==> src/rtl/mmio_req_arbiter.sv <==
// mmio_req_arbiter: shares one MMIO port (read/write, active-low enables)
// between NUM_REQ requesters with round-robin grant and a single operation
// in flight. Read data and write completions are routed back to the owner.
// Optional feature: define MMIO_ARB_WDOG_EN to abort writes whose busy
// phase lasts WDOG_CYCLES cycles (response flagged with OUT_rspErr).
module mmio_req_arbiter #(
  parameter int NUM_REQ     = 2,
  parameter int RD_LAT      = 1,
  parameter int WDOG_CYCLES = 256
) (
  input  logic                  clk,
  input  logic                  rst,
  input  logic [NUM_REQ-1:0]    IN_reqValid,
  input  logic [NUM_REQ-1:0]    IN_reqWe,
  input  logic [NUM_REQ*32-1:0] IN_reqAddr,
  input  logic [NUM_REQ*32-1:0] IN_reqWData,
  input  logic [NUM_REQ*4-1:0]  IN_reqWMask,
  output logic [NUM_REQ-1:0]    OUT_reqReady,
  output logic [NUM_REQ-1:0]    OUT_rspValid,
  output logic [31:0]           OUT_rspData,
  output logic                  OUT_rspErr,
  output logic                  OUT_mmioRe,
  output logic [31:0]           OUT_mmioRAddr,
  input  logic [31:0]           IN_mmioRData,
  output logic                  OUT_mmioWe,
  output logic [31:0]           OUT_mmioWAddr,
  output logic [31:0]           OUT_mmioWData,
  output logic [3:0]            OUT_mmioWMask,
  input  logic                  IN_mmioWBusy
);

  localparam int IDX_W = (NUM_REQ > 1) ? $clog2(NUM_REQ) : 1;
  // One counter serves both the read-latency wait and the write watchdog.
  localparam int CNT_W = $clog2(WDOG_CYCLES + 4);

  // S_ISSUE is the single cycle between the grant and the enable-low cycle.
  typedef enum logic [1:0] {
    S_IDLE     = 2'd0,
    S_ISSUE    = 2'd1,
    S_RD_WAIT  = 2'd2,
    S_WR_DRAIN = 2'd3
  } state_t;

  state_t             state_q, state_d;
  logic [IDX_W-1:0]   rr_q, rr_d;
  logic [IDX_W-1:0]   gnt_q, gnt_d;
  logic               we_op_q, we_op_d;
  logic [31:0]        addr_q, addr_d;
  logic [31:0]        wdata_q, wdata_d;
  logic [3:0]         wmask_q, wmask_d;
  logic [CNT_W-1:0]   cnt_q, cnt_d;
  logic [NUM_REQ-1:0] ready_q, ready_d;
  logic [NUM_REQ-1:0] rsp_valid_q, rsp_valid_d;
  logic [31:0]        rsp_data_q, rsp_data_d;
  logic               mmio_re_q, mmio_re_d;
  logic               mmio_we_q, mmio_we_d;
`ifdef MMIO_ARB_WDOG_EN
  logic               rsp_err_q, rsp_err_d;
`endif

  logic               arb_found_s;
  logic [IDX_W-1:0]   arb_idx_s;
  int                 arb_cand_s;
  logic               sel_we_s;
  logic [31:0]        sel_addr_s;
  logic [31:0]        sel_wdata_s;
  logic [3:0]         sel_wmask_s;

  function automatic logic [NUM_REQ-1:0] idx_to_onehot(input logic [IDX_W-1:0] idx);
    logic [NUM_REQ-1:0] oh;
    oh = '0;
    for (int i = 0; i < NUM_REQ; i++) begin
      if (idx == IDX_W'(i)) begin
        oh[i] = 1'b1;
      end else begin
        oh[i] = 1'b0;
      end
    end
    return oh;
  endfunction

  // Round-robin pick: first valid requester at or after rr_q, then mux its request fields.
  always_comb begin
    arb_found_s = 1'b0;
    arb_idx_s   = '0;
    arb_cand_s  = 0;
    sel_we_s    = 1'b0;
    sel_addr_s  = 32'h0000_0000;
    sel_wdata_s = 32'h0000_0000;
    sel_wmask_s = 4'h0;
    for (int i = 0; i < NUM_REQ; i++) begin
      arb_cand_s = int'(rr_q) + i;
      if (arb_cand_s >= NUM_REQ) begin
        arb_cand_s = arb_cand_s - NUM_REQ;
      end else begin
        arb_cand_s = arb_cand_s;
      end
      if (!arb_found_s && IN_reqValid[IDX_W'(arb_cand_s)]) begin
        arb_found_s = 1'b1;
        arb_idx_s   = IDX_W'(arb_cand_s);
      end else begin
        arb_found_s = arb_found_s;
      end
    end
    for (int i = 0; i < NUM_REQ; i++) begin
      if (arb_idx_s == IDX_W'(i)) begin
        sel_we_s    = IN_reqWe[i];
        sel_addr_s  = IN_reqAddr[i*32 +: 32];
        sel_wdata_s = IN_reqWData[i*32 +: 32];
        sel_wmask_s = IN_reqWMask[i*4 +: 4];
      end else begin
        sel_we_s    = sel_we_s;
      end
    end
  end

  // Next-state and registered-output logic; enables default high, pulses default low.
  always_comb begin
    state_d     = state_q;
    rr_d        = rr_q;
    gnt_d       = gnt_q;
    we_op_d     = we_op_q;
    addr_d      = addr_q;
    wdata_d     = wdata_q;
    wmask_d     = wmask_q;
    cnt_d       = cnt_q;
    rsp_data_d  = rsp_data_q;
    ready_d     = '0;
    rsp_valid_d = '0;
    mmio_re_d   = 1'b1;
    mmio_we_d   = 1'b1;
`ifdef MMIO_ARB_WDOG_EN
    rsp_err_d   = 1'b0;
`endif
    case (state_q)
      S_IDLE: begin
        // A response pulse in flight blocks the grant for this cycle.
        if (arb_found_s && (rsp_valid_q == '0)) begin
          ready_d = idx_to_onehot(arb_idx_s);
          gnt_d   = arb_idx_s;
          we_op_d = sel_we_s;
          addr_d  = sel_addr_s;
          wdata_d = sel_wdata_s;
          wmask_d = sel_wmask_s;
          cnt_d   = '0;
          state_d = S_ISSUE;
          if (arb_idx_s == IDX_W'(NUM_REQ - 1)) begin
            rr_d = '0;
          end else begin
            rr_d = arb_idx_s + IDX_W'(1);
          end
        end else begin
          state_d = S_IDLE;
        end
      end
      S_ISSUE: begin
        if (we_op_q) begin
          mmio_we_d = 1'b0;
          cnt_d     = '0;
          state_d   = S_WR_DRAIN;
        end else begin
          mmio_re_d = 1'b0;
          cnt_d     = CNT_W'(RD_LAT);
          state_d   = S_RD_WAIT;
        end
      end
      S_RD_WAIT: begin
        // cnt_q reaches zero in the cycle RD_LAT after the re-low cycle.
        if (cnt_q == '0) begin
          rsp_data_d  = IN_mmioRData;
          rsp_valid_d = idx_to_onehot(gnt_q);
          state_d     = S_IDLE;
        end else begin
          cnt_d   = cnt_q - CNT_W'(1);
          state_d = S_RD_WAIT;
        end
      end
      S_WR_DRAIN: begin
        // Busy is meaningless during the we-low cycle itself.
        if (!mmio_we_q) begin
          state_d = S_WR_DRAIN;
        end else if (!IN_mmioWBusy) begin
          rsp_valid_d = idx_to_onehot(gnt_q);
          cnt_d       = '0;
          state_d     = S_IDLE;
        end else begin
`ifdef MMIO_ARB_WDOG_EN
          if (cnt_q == CNT_W'(WDOG_CYCLES - 1)) begin
            rsp_valid_d = idx_to_onehot(gnt_q);
            rsp_err_d   = 1'b1;
            cnt_d       = '0;
            state_d     = S_IDLE;
          end else begin
            cnt_d   = cnt_q + CNT_W'(1);
            state_d = S_WR_DRAIN;
          end
`else
          state_d = S_WR_DRAIN;
`endif
        end
      end
      default: begin
        cnt_d   = '0;
        state_d = S_IDLE;
      end
    endcase
  end

  // State and datapath registers; reset drops any in-flight operation.
  always_ff @(posedge clk or posedge rst) begin
    if (rst) begin
      state_q     <= S_IDLE;
      rr_q        <= '0;
      gnt_q       <= '0;
      we_op_q     <= 1'b0;
      addr_q      <= 32'h0000_0000;
      wdata_q     <= 32'h0000_0000;
      wmask_q     <= 4'h0;
      cnt_q       <= '0;
      ready_q     <= '0;
      rsp_valid_q <= '0;
      rsp_data_q  <= 32'h0000_0000;
      mmio_re_q   <= 1'b1;
      mmio_we_q   <= 1'b1;
`ifdef MMIO_ARB_WDOG_EN
      rsp_err_q   <= 1'b0;
`endif
    end else begin
      state_q     <= state_d;
      rr_q        <= rr_d;
      gnt_q       <= gnt_d;
      we_op_q     <= we_op_d;
      addr_q      <= addr_d;
      wdata_q     <= wdata_d;
      wmask_q     <= wmask_d;
      cnt_q       <= cnt_d;
      ready_q     <= ready_d;
      rsp_valid_q <= rsp_valid_d;
      rsp_data_q  <= rsp_data_d;
      mmio_re_q   <= mmio_re_d;
      mmio_we_q   <= mmio_we_d;
`ifdef MMIO_ARB_WDOG_EN
      rsp_err_q   <= rsp_err_d;
`endif
    end
  end

  assign OUT_reqReady  = ready_q;
  assign OUT_rspValid  = rsp_valid_q;
  assign OUT_rspData   = rsp_data_q;
  assign OUT_mmioRe    = mmio_re_q;
  assign OUT_mmioRAddr = addr_q;
  assign OUT_mmioWe    = mmio_we_q;
  assign OUT_mmioWAddr = addr_q;
  assign OUT_mmioWData = wdata_q;
  assign OUT_mmioWMask = wmask_q;
`ifdef MMIO_ARB_WDOG_EN
  assign OUT_rspErr    = rsp_err_q;
`else
  assign OUT_rspErr    = 1'b0;
`endif

endmodule

==> config.mk <==
export PLATFORM = sky130hd
export DESIGN_NAME = mmio_req_arbiter
export DESIGN_NICKNAME = d
export VERILOG_FILES = /design/src/rtl/mmio_req_arbiter.sv
export SDC_FILE = /design/constraint.sdc
export NUM_CORES = 1
export LEC_CHECK = 0
export ABC_AREA = 1
export CAP_MARGIN = 10
export CORE_AREA = 5 5 118 120
export DETAILED_ROUTE_END_ITERATION = 7
export DIE_AREA = 0 0 123 125
export DONT_BUFFER_PORTS = 1
export PLACE_DENSITY_LB_ADDON = 0.2
export SYNTH_ARGS = -nofsm -noshare
export SYNTH_HDL_FRONTEND = slang
export SYNTH_SLANG_ARGS = --single-unit
==> constraint.sdc <==
create_clock -name clk -period 3.9 [get_ports clk]
set_input_delay 0.78 -clock clk [delete_from_list [all_inputs] [get_ports clk]]
set_output_delay 0.78 -clock clk [all_outputs]
set_load 0.05 [all_outputs]
# Yosys cells after proc, flatten, opt, wreduce, memory -nomap -nowiden
# Cells that the tools add are included.
# classes
add_sub_neg	5
n_lt_le_gt_ge	4
eq_ne	7
n_mux	41
reduce_logical	9
# op_table
operator	n
$mux W32	2
$mux W9	4
$pmux W9 S4	1
$mux W1	23
$mux W2	8
$logic_not A9 Y1	1
$sub A9 B1 Y9 const B	1
$ne A2 B2 Y1 const B	4
$pmux W2 S4	1
$lt A1 B3 Y1 const B	2
$eq A2 B2 Y1 const B	2
$logic_not A2 Y1	2
$mux W4	1
$pmux W2 S2	1
$reduce_and A2 Y1	2
$reduce_and A4 Y1	1
$add A1 B1 Y2 const B	1
$eq A2 B1 Y1 const B	1
$ge A1 B2 Y1 const B	1
$ge A2 B2 Y1 const B	1
$logic_and A1 B1 Y1	2
$sub A1 B1 Y1 const B	2
$add A1 B1 Y1 const B	1
$logic_not A1 Y1	1
# word_totals
reg_bits	120
inputBits	175
out_inout_bits	139
word_cells	79

# Depth between registers and ports, before layout
# depth
word_depth	12
mapped_depth	9
depth_no_buf	9

# Least setup slack after synthesis
# No wires, ideal clock.
# synth_timing
path_kind	register to output
startpoint	register addr_q[0], in the netlist OUT_mmioRAddr[0]
endpoint	output port OUT_mmioWAddr[0]
arrival_time_ns	0.904
required_time_ns	3.120
setup_slack_ns	2.216
stages_incl_launch_ff	2
path_buffers	1
path_cell_list	dfrtp_1 -> buf_4
# synth_rtl
item	line_no	text
start, declared	48	logic [31:0] addr_q, addr_d;
start signal, assigned	233	addr_q <= addr_d;
end, declared	26	output logic [31:0] OUT_mmioWAddr,
# No word-level cell between the ends.

# Worst setup path after layout
# layout_timing
startpoint	register state_q[0]
endpoint	register cnt_q[1]
# layout_via
elab_chain_len	3
elab_cells_between_ends	10
classes_between	eq/ne (7); mux (1); reduce/logical (2)
# layout_lines
item	line_no	text
start, declared	44	state_t state_q, state_d;
start signal, assigned	229	state_q <= state_d;
$eq A2 B2 Y1 / $logic_not A2 Y1 (equally long branches)	135	case (state_q)
$ne A2 B2 Y1 (no source line)	-	
$reduce_and A4 Y1 (no source line)	-	
end signal, assigned	236	cnt_q <= cnt_d;
end, declared	51	logic [CNT_W-1:0] cnt_q, cnt_d;
# Several ways; a longest one is shown, not always the timed one.
# A chain may end at the register's enable or synchronous reset.

==> flow_summary_export.csv <==
group,metric,value,unit
synth,synth_area_per_cell,8.27,um2
sta,timing.clock.skew,10.0,ps
detailed_routing,detail_route.vias_per_cell,5.22,
critical_path,cpPeakStageDelay,750,ps
sta,setup-violations-final,0,
clock_network,clock_tree.buffer_depth,2,
clock_network,cts-hold-fix-buffers,0,
sta,maxSlewViolCount,0,
die,design.core.area,0.0129,mm2
global_route,initial_antenna_violation_count,0,
synth,synth_warnings,0,
critical_path,timing.critical_path.required,4180,ps
critical_path,crit_path_cell_trace,"inv_1, ha_1, buf_4, nand3_2, nand2_2, o21ai_0",
critical_path,critical_path_buf_inv_count,2,
final_layout,final_layout_size_suffix_gt1_share,7.28,%
final_layout,final_cell_mix,"sky130_fd_sc_hd__nand2_1, sky130_fd_sc_hd__dfrtp_1, sky130_fd_sc_hd__nand3_1",
clock_network,cts.sink_count,120,
critical_path,timing.rr.start,"state_q[0]",
global_route,grt_first_pass_wirelength,23900,um
run_status,outcome,"complete, no violations",
clock_network,cts-resized-gates,0,
final_layout,layout.cells.most_common,"sky130_fd_sc_hd__nand2_1",
critical_path,reg2reg_setup_slack,1430,ps
sta,timing_worst_slew_pin_value,1010,ps
final_layout,number_of_nets_at_the_end_of_the_flow,815,
synth,ys_seq_elements,120,
synth,ys_types,26,
die,die_height,125,um
critical_path,critical_path_depth,6,
detailed_routing,vias,4288,
sta,timing.fmax,404,MHz
global_route,grt_overflow_total,0,
clock_network,clkSlewWorstSetupHoldPaths,60,ps
critical_path,slowest_stage_cell_crit_path,"sky130_fd_sc_hd__nand3_2",
global_route,first_global_vias,4508,
sta,slew_headroom,32.7,%
clock_network,cts_max_level,4,
critical_path,critical_path.max_fanout,44,
global_route,pin_count_of_the_biggest_net_entering_global_routing,71,
die,number_of_i_o_pins,314,
final_layout,num-fill-cells,1237,
detailed_routing,drtPass1Iterations,4,
die,die-width,123,um
critical_path,critPathTopFamily,"simple AND/OR/NAND/NOR gates",
clock_network,cts-root-buf,"sky130_fd_sc_hd__clkbuf_16",
critical_path,critical_path.startpoint_type,"flop",
sta,final-hold-violation-count,0,
placed_design,buffer_ports.inserted,0,
min_path,min-delay-path-class,"in2async",
critical_path,worstRegToRegCells,6,
detailed_routing,drtAntennaViolNets,0,
final_layout,ff_latch_area,0.00301,mm2
synth,synth_seq_area_share,53.9,%
synth,syn-num-nets,856,
clock_network,cts.repair_timing.setup_buffer_count,0,
sta,rsz0062_at_grt,"no",
clock_network,clock_insertion_delay_worst_skew,410,ps
final_layout,num_antenna_cells,0,
final_layout,layout-area-overhead-vs-synth,8.71,%
critical_path,r2r_end,"cnt_q[1]",
placed_design,hpwl,11000,um
die,effective_utilization_at_floorplan,43.3,%
sta,min_period,2470,ps
clock_network,numCtsBuffers,17,
placed_design,gpl.final_weighted_congestion,0.865,
global_route,total_track_usage,20.1,%
run,number_of_violations_of_the_max_capacitance_limit,0,
clock_network,cts_tree,"done",
synth,syn-instance-count,674,
synth,syn_area,0.00558,mm2
critical_path,worst_ep_arrival_time,2760,ps
detailed_routing,wl_per_cell,18.6,um
detailed_routing,postRouteWirelength,15300,um
sta,layout_worst_path_cycle_share,63.5,%
sta,setup-tns-final,0,ps
final_layout,area_occupied_by_multi_input_gates,0.00207,mm2
die,floorplan.rows,42,
detailed_routing,drt_first_iter_violations,238,
critical_path,worstSetupEndpointType,"flop",
die,design.die.area,0.0154,mm2
detailed_routing,post-route-drc-count,0,
critical_path,worstSetupPathType,"reg2reg",
[kinds of logic after synthesis]
logic type	Yosys count	share of synthesized area (%)
DFF	120	53.9
and+or+nand+nor	444	33.5
other	1	0.0672
buffers and inverters	85	8.95
xor gates and xnor gates	3	0.471
AOI/OAI and AO/OA	14	1.55
adders and majority gates	7	1.57
[worst max path at each step]
stage / from / end
2_1_floorplan: rst / OUT_mmioRAddr[0]
3_3_place_gp: state_q[0] / cnt_q[1]
3_5_place_dp: state_q[0] / cnt_q[1]
4_1_cts: state_q[0] / cnt_q[1]
5_1_grt: state_q[0] / cnt_q[1]
6_report: state_q[0] / cnt_q[1]
[state kept, by name, indices dropped and copies added (netlist names), 2 cells and up]
signal         count
OUT_mmioRAddr     32
OUT_mmioWData     32
OUT_rspData       32
cnt_q              9
OUT_mmioWMask      4
OUT_reqReady       2
OUT_rspValid       2
state_q            2
[cell usage after synthesis]
library cell	count	area [um2]
sky130_fd_sc_hd__ha_1	7	87.6
sky130_fd_sc_hd__xor2_1	3	26.3
sky130_fd_sc_hd__nand3_1	108	541
sky130_fd_sc_hd__nor3_1	1	5.00
sky130_fd_sc_hd__or2_2	1	6.26
sky130_fd_sc_hd__nor2_2	1	6.26
sky130_fd_sc_hd__a21oi_4	1	16.3
sky130_fd_sc_hd__a22oi_1	2	15.0
sky130_fd_sc_hd__buf_2	12	60.1
sky130_fd_sc_hd__nand4_1	7	43.8
sky130_fd_sc_hd__buf_4	44	330
sky130_fd_sc_hd__clkbuf_1	10	37.5
sky130_fd_sc_hd__a21oi_1	4	20.0
sky130_fd_sc_hd__clkinv_1	1	3.75
sky130_fd_sc_hd__conb_1	1	3.75
sky130_fd_sc_hd__nor2_8	1	20.0
sky130_fd_sc_hd__inv_1	18	67.6
sky130_fd_sc_hd__nand2_1	308	1160
sky130_fd_sc_hd__nand3_2	2	20.0
sky130_fd_sc_hd__nor2_1	12	45.0
sky130_fd_sc_hd__nor3b_1	1	7.51
sky130_fd_sc_hd__dfstp_2	2	52.6
sky130_fd_sc_hd__o21ai_0	7	35.0
sky130_fd_sc_hd__nand2_2	1	6.26
sky130_fd_sc_hd__dfrtp_1	118	2950
sky130_fd_sc_hd__nor2_4	1	11.3
[per-stage QoR]
step | instances | instance area [um2] | util, % | setup WS [ps] | hold slack (ps)
floorplan | 674 | 5580 | - | 1650 | 399
global placement | 789 | 5440 | 42.2 | 1490 | 410
detailed placement | 789 | 5440 | 42.2 | 1440 | 415
CTS | 821 | 6050 | 47.0 | 1420 | 411
global route | 822 | 6060 | 47.1 | 1180 | 435
finish | 822 | 6060 | 47.1 | 1430 | 400
[per-layer routing]
metal  wire length (um)  global-route usage, %  share of wire [%]
met2               7630                   32.8                 50
met4                343                   7.82                2.2
met5                  0                      0                  0
met3               1130                   5.42                7.4
met1               6180                   25.4                 40
[area by class of cell]
type | instances | share of cell area [%]
tap | 176 | 3.63
inverter | 19 | 1.24
sequential | 120 | 49.6
multi-input combinational | 469 | 34.2
clock buffer | 19 | 7.14
timing repair buffer | 6 | 1.28
clock inverter | 13 | 2.95
Power is left out: the tool's default activity adds up to more than one toggle a clock period on the data nets, which glitch-free logic cannot reach.
